File: config.mk
export PLATFORM = sky130hd
export DESIGN_NAME = ram_copy_engine
export DESIGN_NICKNAME = d
export VERILOG_FILES = /design/src/rtl/ram_copy_engine.sv
export SDC_FILE = /design/constraint.sdc
export NUM_CORES = 1
export LEC_CHECK = 0
export CAP_MARGIN = 20
export CORE_MARGIN = 2
export CORE_UTILIZATION = 45
export DETAILED_ROUTE_END_ITERATION = 7
export HOLD_SLACK_MARGIN = 0.1
export PLACE_DENSITY = 0.87
export REMOVE_ABC_BUFFERS = 1
export SLEW_MARGIN = 0
export SYNTH_ARGS = -nofsm -noshare
export SYNTH_HDL_FRONTEND = slang
export SYNTH_SLANG_ARGS = --single-unit
File: constraint.sdc
create_clock -name clk -period 2.7 [get_ports clk]
set_clock_uncertainty 0.15 [all_clocks]
set_input_delay 0.54 -clock clk [delete_from_list [all_inputs] [get_ports clk]]
set_output_delay 0.54 -clock clk [all_outputs]
set_load 0.02 [all_outputs]
File: src/rtl/ram_copy_engine.sv
// Block-copy master for a single-port synchronous RAM: copies length words from
// src_addr to dst_addr (ascending, one word per RD/WR pair) and XORs them into checksum.
module ram_copy_engine #(
    parameter int ADDR_WIDTH = 5,
    parameter int DATA_WIDTH = 32
) (
    input  logic                  clk,
    input  logic                  reset,
    input  logic                  start,
    input  logic [ADDR_WIDTH-1:0] src_addr,
    input  logic [ADDR_WIDTH-1:0] dst_addr,
    input  logic [ADDR_WIDTH:0]   length,
    output logic                  busy,
    output logic                  done,
    output logic [DATA_WIDTH-1:0] checksum,
    output logic [ADDR_WIDTH-1:0] mem_address,
    output logic                  mem_writeOn,
    output logic [DATA_WIDTH-1:0] mem_wdata,
    input  logic [DATA_WIDTH-1:0] mem_rdata,
    output logic [1:0]            dbg_state
);

    typedef enum logic [1:0] {
        IDLE = 2'd0,
        RD   = 2'd1,
        WR   = 2'd2,
        DONE = 2'd3
    } state_t;

    localparam logic [ADDR_WIDTH:0] MAX_LEN = {1'b1, {ADDR_WIDTH{1'b0}}};

    state_t                state;
    logic [ADDR_WIDTH-1:0] src_ptr;
    logic [ADDR_WIDTH-1:0] dst_ptr;
    logic [ADDR_WIDTH:0]   remaining;
    logic [ADDR_WIDTH:0]   sat_len;

    assign sat_len   = (length > MAX_LEN) ? MAX_LEN : length;
    assign dbg_state = state;

    // The word read during RD arrives registered in WR and is forwarded straight to the RAM.
    assign mem_wdata = (state == WR) ? mem_rdata : '0;

    // Handshake: start is a strobe honoured only in IDLE (no queueing); done pulses for one
    // cycle when the command completes; busy covers exactly the RD/WR cycles.
    always_ff @(posedge clk or posedge reset) begin
        if (reset) begin
            state       <= IDLE;
            busy        <= 1'b0;
            done        <= 1'b0;
            checksum    <= '0;
            mem_address <= '0;
            mem_writeOn <= 1'b0;
            src_ptr     <= '0;
            dst_ptr     <= '0;
            remaining   <= '0;
        end else begin
            case (state)
                IDLE: begin
                    mem_writeOn <= 1'b0;
                    if (start) begin
                        src_ptr   <= src_addr;
                        dst_ptr   <= dst_addr;
                        remaining <= sat_len;
                        checksum  <= '0;
                        if (sat_len == '0) begin
                            state <= DONE;
                            done  <= 1'b1;
                        end else begin
                            state       <= RD;
                            busy        <= 1'b1;
                            mem_address <= src_addr;
                        end
                    end
                end
                RD: begin
                    state       <= WR;
                    mem_address <= dst_ptr;
                    mem_writeOn <= 1'b1;
                end
                WR: begin
                    checksum    <= checksum ^ mem_rdata;
                    src_ptr     <= src_ptr + ADDR_WIDTH'(1);
                    dst_ptr     <= dst_ptr + ADDR_WIDTH'(1);
                    remaining   <= remaining - (ADDR_WIDTH + 1)'(1);
                    mem_writeOn <= 1'b0;
                    if (remaining == (ADDR_WIDTH + 1)'(1)) begin
                        state <= DONE;
                        busy  <= 1'b0;
                        done  <= 1'b1;
                    end else begin
                        state       <= RD;
                        mem_address <= src_ptr + ADDR_WIDTH'(1);
                    end
                end
                DONE: begin
                    done        <= 1'b0;
                    mem_writeOn <= 1'b0;
                    state       <= IDLE;
                end
                default: state <= IDLE;
            endcase
        end
    end

endmodule

# ---- Word level (Yosys, flattened, before mapping)
# Cells that the tools add are included.
dict set report classes {
  addsub 3
  n_lt_le_gt_ge 1
  eq_ne 9
  mux 27
  bitwise_logic 1
  reduce_logical 10
}
# cell count
set op_table {}
lappend op_table {{32-bit 2-to-1 mux} 2}
lappend op_table {{32-bit one-hot mux with 2 select lines} 1}
lappend op_table {{32-bit bitwise XOR} 1}
lappend op_table {{5-bit 2-to-1 mux} 5}
lappend op_table {{5-bit one-hot mux with 2 select lines} 2}
lappend op_table {{5-bit one-hot mux with 3 select lines} 1}
lappend op_table {{6-bit 2-to-1 mux} 2}
lappend op_table {{6-bit one-hot mux with 2 select lines} 1}
lappend op_table {{4-bit AND reduction} 3}
lappend op_table {{5-bit by 1-bit adder with 5-bit output (second input constant)} 2}
lappend op_table {{2-bit inequality test (second input constant)} 4}
lappend op_table {{2-bit one-hot mux with 4 select lines} 1}
lappend op_table {{6-bit by 1-bit equality test with 1-bit output (second input constant)} 1}
lappend op_table {{6-bit greater-than comparator (second input constant)} 1}
lappend op_table {{6-bit logical NOT} 1}
lappend op_table {{1-bit 2-to-1 mux} 6}
lappend op_table {{2-bit 2-to-1 mux} 3}
lappend op_table {{3-bit nonzero test} 2}
lappend op_table {{6-bit by 1-bit subtractor with 6-bit output (second input constant)} 1}
lappend op_table {{2-bit equality test (second input constant)} 2}
lappend op_table {{1-bit one-hot mux with 2 select lines} 2}
lappend op_table {{1-bit one-hot mux with 3 select lines} 1}
lappend op_table {{3-bit OR reduction} 1}
lappend op_table {{2-bit by 1-bit equality test with 1-bit output (second input constant)} 1}
lappend op_table {{other kinds (4)} 4}
dict set report totals {
  reg_bits 58
  inputBits 51
  out_inout_bits 74
  elab_cells 60
}

# ---- Depth between registers and ports, before layout
# Gate-level depths: netlist of the first run.
dict set report depth {
  word_depth 6
  depth_mapped 9
  depth_no_buf 6
}

# ---- Worst setup path after synthesis of the first run
# OpenSTA, ideal clock, no wires.
dict set report synth_path {
  kind {reg2out}
  start {register state[0] (netlist: dbg_state[0])}
  end {output mem_wdata[29]}
  t_arrival_ps 1729
  t_required_ps 2010
  setup_slack_ps 281
  path_stages_with_launch 7
  n_path_buf 3
  path_cell_list {dfrtp_1 > inv_1 > ha_1 > buf_2 > buf_2 > clkbuf_1 > and2_1}
}
dict set report synth_between {
  elab_chain_len 2
}
# element line_no
set synth_lines {}
lappend synth_lines {{start, declared} 32} ;# state_t state;
lappend synth_lines {{start signal, assigned} 48} ;# state <= IDLE;
lappend synth_lines {{start signal, assigned} 67} ;# state <= DONE;
lappend synth_lines {{start signal, assigned} 70} ;# state <= RD;
lappend synth_lines {{2-bit equality test} 42} ;# assign mem_wdata = (state == WR) ? mem_rdata : '0;
lappend synth_lines {{32-bit 2-to-1 mux} 42}
lappend synth_lines {{end, declared} 18} ;# output logic [DATA_WIDTH-1:0] mem_wdata,
# No other way between the ends.

# ---- Final worst setup path of the first run
dict set report layout_path {
  start {register state[0] (netlist: dbg_state[0])}
  end {output mem_wdata[16]}
}
# The elaborated chain is that of the path after synthesis.

==> results of run 1 <==
[power breakdown]
group	total [uW]	leakage (uW)	internal [uW]	switching (uW)
logic	3490	0.00141	1660	1840
registers	1610	0.000735	1260	348
clock network	949	0.000119	594	355
[flip-flops by register name, summed over array words and instances, names as in the netlist]
signal	flops
dst_ptr	5
dbg_state	2
done	1
checksum	32
remaining	6
mem_address	5
mem_writeOn	1
src_ptr	5
busy	1
[worst max-delay path by stage]
stage | start | to | slack [ns]
6_report | dbg_state[0]$_DFFE_PP0N_ | mem_wdata[16] | 0.16
5_1_grt | dbg_state[0]$_DFFE_PP0N_ | mem_wdata[4] | 0.06
4_1_cts | dbg_state[0]$_DFFE_PP0N_ | mem_wdata[4] | 0.15
3_5_place_dp | length[2] | done$_DFFE_PP0P_ | 0.20
3_3_place_gp | mem_rdata[31] | mem_wdata[31] | 0.22
2_1_floorplan | dbg_state[0]$_DFFE_PP0N_ | checksum[24]$_DFFE_PP0P_ | -2.80
[through the flow]
| stage | utilization, % | worst slack, ns | std cells |
|---|---|---|---|
| after floorplan | - | -2.80 | 337 |
| after global placement | 66.1 | 0.224 | 570 |
| after detailed placement | 66.1 | 0.203 | 570 |
| after CTS | 68.8 | 0.149 | 586 |
| after global routing | 68.8 | 0.0631 | 586 |
| final | 68.8 | 0.163 | 586 |
[logic make-up after synthesis]
kind of cell,share of synthesized area [%]
AOI/OAI and AO/OA,19.2
xor gates and xnor gates,0.779
adders and majority gates,3.34
buffers and inverters,4.04
DFF,43.0
muxes,11.2
and+or+nand+nor,18.4
[timing repair]
action | in CTS | in global routing
setup endpoints to repair | 32 | 0
hold endpoints to repair | 0 | 0
gates resized for setup | 32 | 0
[synthesized netlist by cell type]
cell type / instances
buf_2: 7
o22a_1: 1
a31o_1: 1
mux2_2: 30
and2_1: 32
ha_1: 9
o211ai_1: 1
a2111oi_0: 1
o221ai_1: 2
clkinv_1: 1
clkbuf_1: 11
buf_6: 1
a211o_1: 1
a21oi_1: 21
nand2b_1: 3
a221oi_1: 2
a31o_2: 1
o21ai_0: 28
nor2b_4: 1
inv_1: 9
nor3_1: 2
a31oi_1: 4
mux2i_1: 4
a41oi_1: 2
a311oi_1: 1
xor2_1: 3
nand3_1: 11
buf_1: 3
a311o_2: 1
nor2_1: 42
nor2b_1: 10
a22o_1: 24
a32oi_1: 2
dfrtp_1: 58
o22ai_1: 4
nand2_1: 24
nor4_2: 1
[metal layers]
layer,vias to the layer above,routed length [um]
met2,95,4500
met5,-,0
li1,1521,-
met1,1540,3520
met4,0,172
met3,16,516
[cell type report]
type	instances	area (um^2)	share of cell area [%]
Clock buffer	12	165	3.31
Clock inverter	4	72.6	1.45
Inverter	10	37.5	0.752
Multi-Input combinational cell	269	1800	36.1
Sequential cell	58	1450	29.1
Tap cell	99	124	2.48
Timing Repair Buffer	134	1340	26.8
==> results.json, run 1 <==
{
  "die_y_um": 90.6,
  "grt_start_max_net_pins": 59,
  "die_width_um": 90.6,
  "tritoncts": "done",
  "rsz_0062_raised_after_global_routing": "false",
  "cts-hold-fix-buffers": 0,
  "crit_path_max_incr_delay_ns": 0.42,
  "drtAntennaViolNets": 0,
  "yosys.area.top_type_share_pct": 43.0,
  "globalRouteMet3Util_pct": 5.68,
  "reg2reg_from": "dbg_state[0]$_DFFE_PP0N_",
  "worst_hold_path_type": "flip-flop to flip-flop",
  "critical_path_class": "flip-flop to output port",
  "critical_path.endpoint_type": "output port",
  "power_density_nw_per_um2": 1210,
  "global_route.overflow_total": 0,
  "normalized_max_slew_margin_pct": 71.5,
  "design.portCount": 125,
  "ys_ff_latch": 58,
  "reg2regPathDepth": 7,
  "synth_top_area_cell": "dfrtp_1",
  "die_footprint_um2": 8200,
  "area.growth.synth_to_final_pct": 47.9,
  "critical_path_required_ns": 2.01,
  "clock_buffers_created_by_tritoncts": 9,
  "max_freq_mhz": 394,
  "holdWs_ns": 0.336,
  "clkLatencyLatePin_ns": 0.33,
  "netlist-cell-type-count": 37,
  "timing.final.setup_violations": 0,
  "timing.critical_path.slowest_stage_cell": "dfrtp_1",
  "finish.net_count": 542,
  "grt_antenna_before_repair": 0,
  "clock_slew_at_the_register_clock_pins_of_the_worst_setup_and_hold_paths_ns": 0.07,
  "start_util_pct": 46.5,
  "outcome": "completed",
  "antennaDiodeCount": 0,
  "h-tree-depth": 3,
  "reg2reg_to": "checksum[8]$_DFFE_PP0P_",
  "final_common_cell": "clkdlybuf4s50_1",
  "num-fill-cells": 593,
  "postCtsSetupRepairBufs": 0,
  "core_region_area_um2": 7250,
  "synth_warnings": 0,
  "worst-path-stages": 5,
  "max_cap_viols": 0,
  "groute.usage.overall_pct": 21.8,
  "finalHoldViolations": 0,
  "crit_chain": "inv_1 -> ha_2 -> buf_12 -> and2_1 -> dlygate4sd2_1",
  "period_minus_slack_ns": 2.54,
  "worst-endpoint-arrival_ns": 1.85,
  "wire_length_reported_by_the_detailed_router_um": 8710,
  "most-common-layout-cells": "clkdlybuf4s50_1 (92), dfrtp_1 (58), nor2_1 (42)",
  "max-vdd-ir-drop_mv": 0.534,
  "drtPass1Iterations": 4,
  "timing.final.max_slew_violations": 0,
  "top_post_synthesis_cells_by_area": "dfrtp_1 (43%), mux2_2 (10%), a22o_1 (6.2%)",
  "final_design_area_no_fill_um2": 4990,
  "grt-busiest-layer": "met2",
  "use_met1_pct": 24.6,
  "average_vias_per_placed_instance": 5.41,
  "syn-instance-count": 359,
  "routed_wire_length_per_instance_um": 14.9,
  "tightest_slew_ns": 0.426,
  "rrSetupSlack_ns": 0.32,
  "grt.met2_usage_pct": 38.9,
  "fin_tns_setup_ns": 0,
  "worstHoldStart": "checksum[25]$_DFFE_PP0P_",
  "fin_total_pwr_uw": 6050,
  "total_leakage_power_uw": 0.00226,
  "crit_fanout": 43,
  "category_of_the_worst_setup_path_launch_point": "flip-flop",
  "clock_sinks": 58,
  "worstHoldPathCells": 1,
  "synth.yosys.seq_area_share_pct": 43.0,
  "fp-row-count": 31,
  "route.detailed.drc": 0,
  "netlist_area_um2": 3370,
  "cts_max_path_buffers": 2,
  "hpwl_um": 6180,
  "critPathBufInv": 3,
  "cts-root-buf": "clkbuf_8",
  "cpLargestDelayFamily": "buffers and inverters",
  "port-buffer-count": 124,
  "syn_area_per_cell_um2": 9.39,
  "post_route_cells_drive_above_1_share_pct": 12.9,
  "first_global_vias": 3197,
  "dr_vias": 3172,
  "detailedRoute.firstIterationViolations": 149,
  "dpl_cell_area_um2": 4790,
  "min_delay_worst_endpoint": "checksum[25]$_DFFE_PP0P_",
  "first_pass_grt_wire_length_um": 14700,
  "final.period_utilization_pct": 94.0,
  "place.gp.congestion": 0.857
}
Note: power is estimated with default switching activity, not from simulation.
==> inputs of run 2 (changes only) <==
- SETUP_SLACK_MARGIN: not set -> 0.3
==> results.json, run 2 (synthesis results as in run 1) <==
{
  "drtAntennaViolNets": 0,
  "antennaDiodeCount": 0,
  "hpwl_um": 6180,
  "critical_path_required_ns": 2.01,
  "holdWs_ns": 0.336,
  "tritoncts": "done",
  "max_cap_viols": 0,
  "most-common-layout-cells": "clkdlybuf4s50_1 (92), dfrtp_1 (58), nor2_1 (42)",
  "dpl_cell_area_um2": 4790,
  "worst-endpoint-arrival_ns": 1.65,
  "crit_fanout": 22,
  "internal_power_uw": 3640,
  "cts-root-buf": "clkbuf_8",
  "timing.critical_path.slowest_stage_cell": "dfrtp_1",
  "clock_buffers_created_by_tritoncts": 9,
  "route.detailed.drc": 0,
  "final.period_utilization_pct": 86.6,
  "placed_cells_incl_taps": 570,
  "max_freq_mhz": 428,
  "timing.final.max_slew_violations": 0,
  "h-tree-depth": 3,
  "worstHoldStart": "checksum[25]$_DFFE_PP0P_",
  "worst_hold_path_type": "flip-flop to flip-flop",
  "rrSetupSlack_ns": 0.44,
  "first_pass_grt_wire_length_um": 15200,
  "die_y_um": 90.6,
  "crit_path_max_incr_delay_ns": 0.43,
  "clkLatencyLatePin_ns": 0.33,
  "grt_start_max_net_pins": 59,
  "timing.critical_path.from": "dbg_state[0]$_DFFE_PP0N_",
  "critical_path.endpoint_type": "output port",
  "start_util_pct": 46.5,
  "sequentialPowerShare_pct": 25.9,
  "die_footprint_um2": 8200,
  "final_common_cell": "clkdlybuf4s50_1",
  "wire_length_reported_by_the_detailed_router_um": 9130,
  "final-seq-area_um2": 1450,
  "finalHoldViolations": 0,
  "rsz_0062_raised_after_global_routing": "false",
  "post_route_cells_drive_above_1_share_pct": 20.2,
  "combinationalPowerShare_pct": 58.9,
  "cts_max_path_buffers": 2,
  "final_util_pct": 70.1,
  "critPathBufInv": 3,
  "largest_registers": "checksum (32), remaining (6)",
  "multi_input_gate_area_um2": 1810,
  "crit_chain": "inv_2 -> ha_4 -> buf_12 -> and2_1 -> clkdlybuf4s15_1",
  "design.portCount": 125,
  "drtPass1Iterations": 5,
  "power.net_switching_uw": 2600,
  "reg2reg_from": "dbg_state[1]$_DFFE_PP0N_",
  "routed_wire_length_per_instance_um": 15.5,
  "detailedRoute.firstIterationViolations": 217,
  "die_width_um": 90.6,
  "p_sw_share_pct": 41.6,
  "largest_register_ffs": 32,
  "power_density_nw_per_um2": 1230,
  "grt_antenna_before_repair": 0,
  "port-buffer-count": 124,
  "largest_register_by_flop_count": "checksum",
  "category_of_the_worst_setup_path_launch_point": "flip-flop",
  "area.growth.synth_to_final_pct": 50.7,
  "groute.usage.overall_pct": 22.6,
  "normalized_max_slew_margin_pct": 71.8,
  "fp-row-count": 31,
  "total_leakage_power_uw": 0.00218,
  "critical_path_class": "flip-flop to output port",
  "first_global_vias": 3270,
  "cpLargestDelayFamily": "buffers and inverters",
  "clkPwrFrac_pct": 15.2,
  "tightest_slew_ns": 0.422,
  "finish.net_count": 545,
  "global_route.overflow_total": 0,
  "clock_sinks": 58,
  "core_region_area_um2": 7250,
  "final_design_area_no_fill_um2": 5080,
  "cts-hold-fix-buffers": 0,
  "average_vias_per_placed_instance": 5.42,
  "max-vdd-ir-drop_mv": 0.516,
  "final-instance-count-excl-fill": 589,
  "dr_vias": 3194,
  "period_minus_slack_ns": 2.34,
  "outcome": "completed",
  "timing.final.setup_violations": 0,
  "fin_tns_setup_ns": 0,
  "clock_slew_at_the_register_clock_pins_of_the_worst_setup_and_hold_paths_ns": 0.07,
  "place.gp.congestion": 0.857,
  "num-fill-cells": 560
}
==> run 2: cell type report <==
class / instances / share of cell area [%]
multi-input combinational: 269 / 35.6
clock buffer: 12 / 3.25
clock inverter: 4 / 1.43
sequential: 58 / 28.6
timing repair buffer: 137 / 27.9
tap: 99 / 2.44
inverter: 10 / 0.739
==> run 2: metrics by stage <==
| stage | power, uW | worst slack (ns) |
|---|---|---|
| after floorplan | 3470 | -2.80 |
| after global placement | 5050 | 0.224 |
| after detailed placement | 5200 | 0.203 |
| after CTS | 6220 | 0.293 |
| after global routing | 6680 | 0.298 |
| final | 6240 | 0.361 |
==> run 2: worst register-to-register path, cell delays in order (launching register included) <==
cell	delay [ns]
dfrtp_1	0.46
inv_1	0.11
ha_2	0.31
mux2i_4	0.35
buf_12	0.24
nor2_1	0.07
mux2_2	0.26
a22o_1	0.19
==> run 2: per-layer routing <==
layer	vias to the layer above	wire length [um]	GRT usage, %
li1	1529	-	-
met1	1550	3690	25.5
met2	99	4730	40.4
met3	16	541	5.59
met4	0	174	9.36
met5	-	0	0
==> run 2: what timing repair did <==
| item | CTS | global route |
|---|---|---|
| endpoints found under the setup margin | 32 | 56 |
| endpoints found under the hold margin | 0 | 0 |
| setup buffers | 0 | 1 |
| resized for setup | 87 | 11 |
| gates cloned | 1 | 1 |
==> run 2: final timing paths <==
path	to	cells past startpoint
max	mem_wdata[22]	5
min	checksum[25]$_DFFE_PP0P_	1
max reg2reg	checksum[8]$_DFFE_PP0P_	7
min reg2reg	checksum[25]$_DFFE_PP0P_	1
max in group asynchronous	checksum[31]$_DFFE_PP0P_	3
min in group asynchronous	checksum[7]$_DFFE_PP0P_	3
==> run 2: power by group through the flow <==
stage	Sequential [uW]	Combinational, uW	Clock, uW
after floorplan	1680	1790	0
after global placement	1590	3460	0
after detailed placement	1610	3580	0
after CTS	1610	3650	967
after global routing	1670	4000	1010
final	1610	3680	949
==> inputs of run 3 (changes only) <==
- PLACE_DENSITY: 0.87 -> not set
- PLACE_DENSITY_LB_ADDON: not set -> 0.12
==> results.json, run 3 (synthesis results as in run 1) <==
{
  "largest_registers": "checksum (32), remaining (6)",
  "critical_path_class": "flip-flop to output port",
  "critPathBufInv": 3,
  "largest_register_ffs": 32,
  "p_sw_share_pct": 42.0,
  "start_util_pct": 46.5,
  "reg2reg_from": "dbg_state[1]$_DFFE_PP0N_",
  "area.growth.synth_to_final_pct": 48.5,
  "timing.final.max_slew_violations": 0,
  "final_common_cell": "clkdlybuf4s50_1",
  "dr_vias": 3138,
  "clkLatencyLatePin_ns": 0.34,
  "clkPwrFrac_pct": 14.8,
  "die_y_um": 90.6,
  "internal_power_uw": 3550,
  "max_freq_mhz": 433,
  "wire_length_reported_by_the_detailed_router_um": 8750,
  "outcome": "completed",
  "finish.net_count": 547,
  "cts_max_path_buffers": 2,
  "first_pass_grt_wire_length_um": 15100,
  "post_route_cells_drive_above_1_share_pct": 20.7,
  "category_of_the_worst_setup_path_launch_point": "flip-flop",
  "placed_cells_incl_taps": 574,
  "cpLargestDelayFamily": "buffers and inverters",
  "fp-row-count": 31,
  "cts-hold-fix-buffers": 0,
  "max_cap_viols": 0,
  "timing.critical_path.slowest_stage_cell": "dfrtp_1",
  "use_met1_pct": 30.1,
  "worst_hold_path_type": "flip-flop to flip-flop",
  "fin_tns_setup_ns": 0,
  "groute.usage.overall_pct": 22.9,
  "die_width_um": 90.6,
  "combinationalPowerShare_pct": 59.0,
  "clock_sinks": 58,
  "clock_buffers_created_by_tritoncts": 9,
  "crit_fanout": 18,
  "grt.met2_usage_pct": 35.6,
  "crit_chain": "inv_2 -> ha_4 -> buf_6 -> and2_1 -> clkdlybuf4s15_1",
  "power_density_nw_per_um2": 1220,
  "total_leakage_power_uw": 0.00218,
  "critical_path_required_ns": 2.01,
  "port-buffer-count": 124,
  "max-vdd-ir-drop_mv": 0.534,
  "finalHoldViolations": 0,
  "final.period_utilization_pct": 85.6,
  "routed_wire_length_per_instance_um": 14.8,
  "largest_register_by_flop_count": "checksum",
  "rsz_0062_raised_after_global_routing": "true",
  "sequentialPowerShare_pct": 26.2,
  "grt_antenna_before_repair": 0,
  "global_route.overflow_total": 0,
  "period_minus_slack_ns": 2.31,
  "timing.critical_path.from": "dbg_state[0]$_DFFE_PP0N_",
  "tritoncts": "done",
  "die_footprint_um2": 8200,
  "worstHoldStart": "checksum[31]$_DFFE_PP0P_",
  "h-tree-depth": 3,
  "most-common-layout-cells": "clkdlybuf4s50_1 (92), dfrtp_1 (57), nor2_1 (42)",
  "clock_slew_at_the_register_clock_pins_of_the_worst_setup_and_hold_paths_ns": 0.07,
  "place.gp.congestion": 0.839,
  "grt-busiest-layer": "met2",
  "drtAntennaViolNets": 0,
  "final-instance-count-excl-fill": 591,
  "hpwl_um": 6110,
  "worst-endpoint-arrival_ns": 1.62,
  "route.detailed.drc": 0,
  "first_global_vias": 3142,
  "normalized_max_slew_margin_pct": 51.0,
  "drtPass1Iterations": 4,
  "grt_start_max_net_pins": 34,
  "rrSetupSlack_ns": 0.45,
  "core_region_area_um2": 7250,
  "timing.final.setup_violations": 0,
  "antennaDiodeCount": 0,
  "tightest_slew_ns": 0.730,
  "crit_path_max_incr_delay_ns": 0.39,
  "design.portCount": 125,
  "critical_path.endpoint_type": "output port",
  "cts-root-buf": "clkbuf_8",
  "power.net_switching_uw": 2560,
  "globalRouteMet3Util_pct": 6.51,
  "detailedRoute.firstIterationViolations": 129,
  "average_vias_per_placed_instance": 5.31
}
-- run 3: cell types whose count changed in the layout (fill, tap and decap cells not counted) --
| cell | delta |
|---|---|
| clkdlybuf4s15_2 | -7 |
| buf_6 | +1 |
| clkinvlp_4 | -1 |
| dfrtp_2 | +1 |
| clkbuf_16 | -1 |
| buf_4 | +3 |
| buf_12 | -1 |
| clkbuf_8 | -2 |
| clkbuf_2 | +7 |
| clkinv_2 | +3 |
| dfrtp_1 | -1 |
-- run 3: layer usage --
layer	share of wire, %	wire, um
met1	45	3900
met3	8.1	707
met2	46	4020
met4	1.4	121
met5	0	0
-- run 3: through the flow --
stage | hold WS (ns) | instance area [um^2] | total power, uW | util [%] | setup slack [ns]
6_report | 0.337 | 5010 | 6110 | 69.1 | 0.390
5_1_grt | 0.365 | 5010 | 6590 | 69.1 | 0.297
4_1_cts | 0.338 | 5080 | 6170 | 70.1 | 0.301
3_5_place_dp | 0.324 | 4810 | 5200 | 66.3 | 0.173
3_3_place_gp | 0.316 | 4810 | 5110 | 66.3 | 0.232
2_1_floorplan | 0.316 | 3270 | 3470 | - | -2.80
-- run 3: final timing paths --
check,endpoint,cells after the start
setup / recovery,mem_wdata[26],5
hold / removal,checksum[31]$_DFFE_PP0P_,1
setup reg to reg,checksum[22]$_DFFE_PP0P_,7
hold reg to reg,checksum[31]$_DFFE_PP0P_,1
max in group asynchronous,dbg_state[1]$_DFFE_PP0N_,3
min in group asynchronous,checksum[18]$_DFFE_PP0P_,2
-- run 3: power by group through the flow --
| stage | Combinational (uW) | Sequential, uW | Clock (uW) |
|---|---|---|---|
| final | 3610 | 1600 | 902 |
| after CTS | 3650 | 1590 | 918 |
| after detailed placement | 3610 | 1600 | 0 |
| after global placement | 3530 | 1580 | 0 |
| after floorplan | 1790 | 1680 | 0 |
| after global routing | 3970 | 1660 | 958 |
-- run 3: cell type report --
type / instances / area [um^2]
Inverter: 10 / 37.5
Timing Repair Buffer: 139 / 1370
Multi-Input combinational cell: 269 / 1810
Tap cell: 99 / 124
Sequential cell: 58 / 1450
Clock inverter: 6 / 80.1
Clock buffer: 10 / 138
Fill cell: 597 / 2240
-- run 3: repair_timing --
| item | CTS | global route |
|---|---|---|
| cloned | 1 | 0 |
| gates resized for setup | 73 | 27 |
| endpoints found under the setup margin | 32 | 56 |
| setup buffers | 0 | 0 |
-- run 3: worst register-to-register path: stages, from the launching register on --
cell and delay (ns):
dfrtp_2 0.47, inv_1 0.10, ha_2 0.31, mux2i_4 0.38, buf_12 0.22, nor2_1 0.06, mux2_2 0.26, a22o_1 0.17
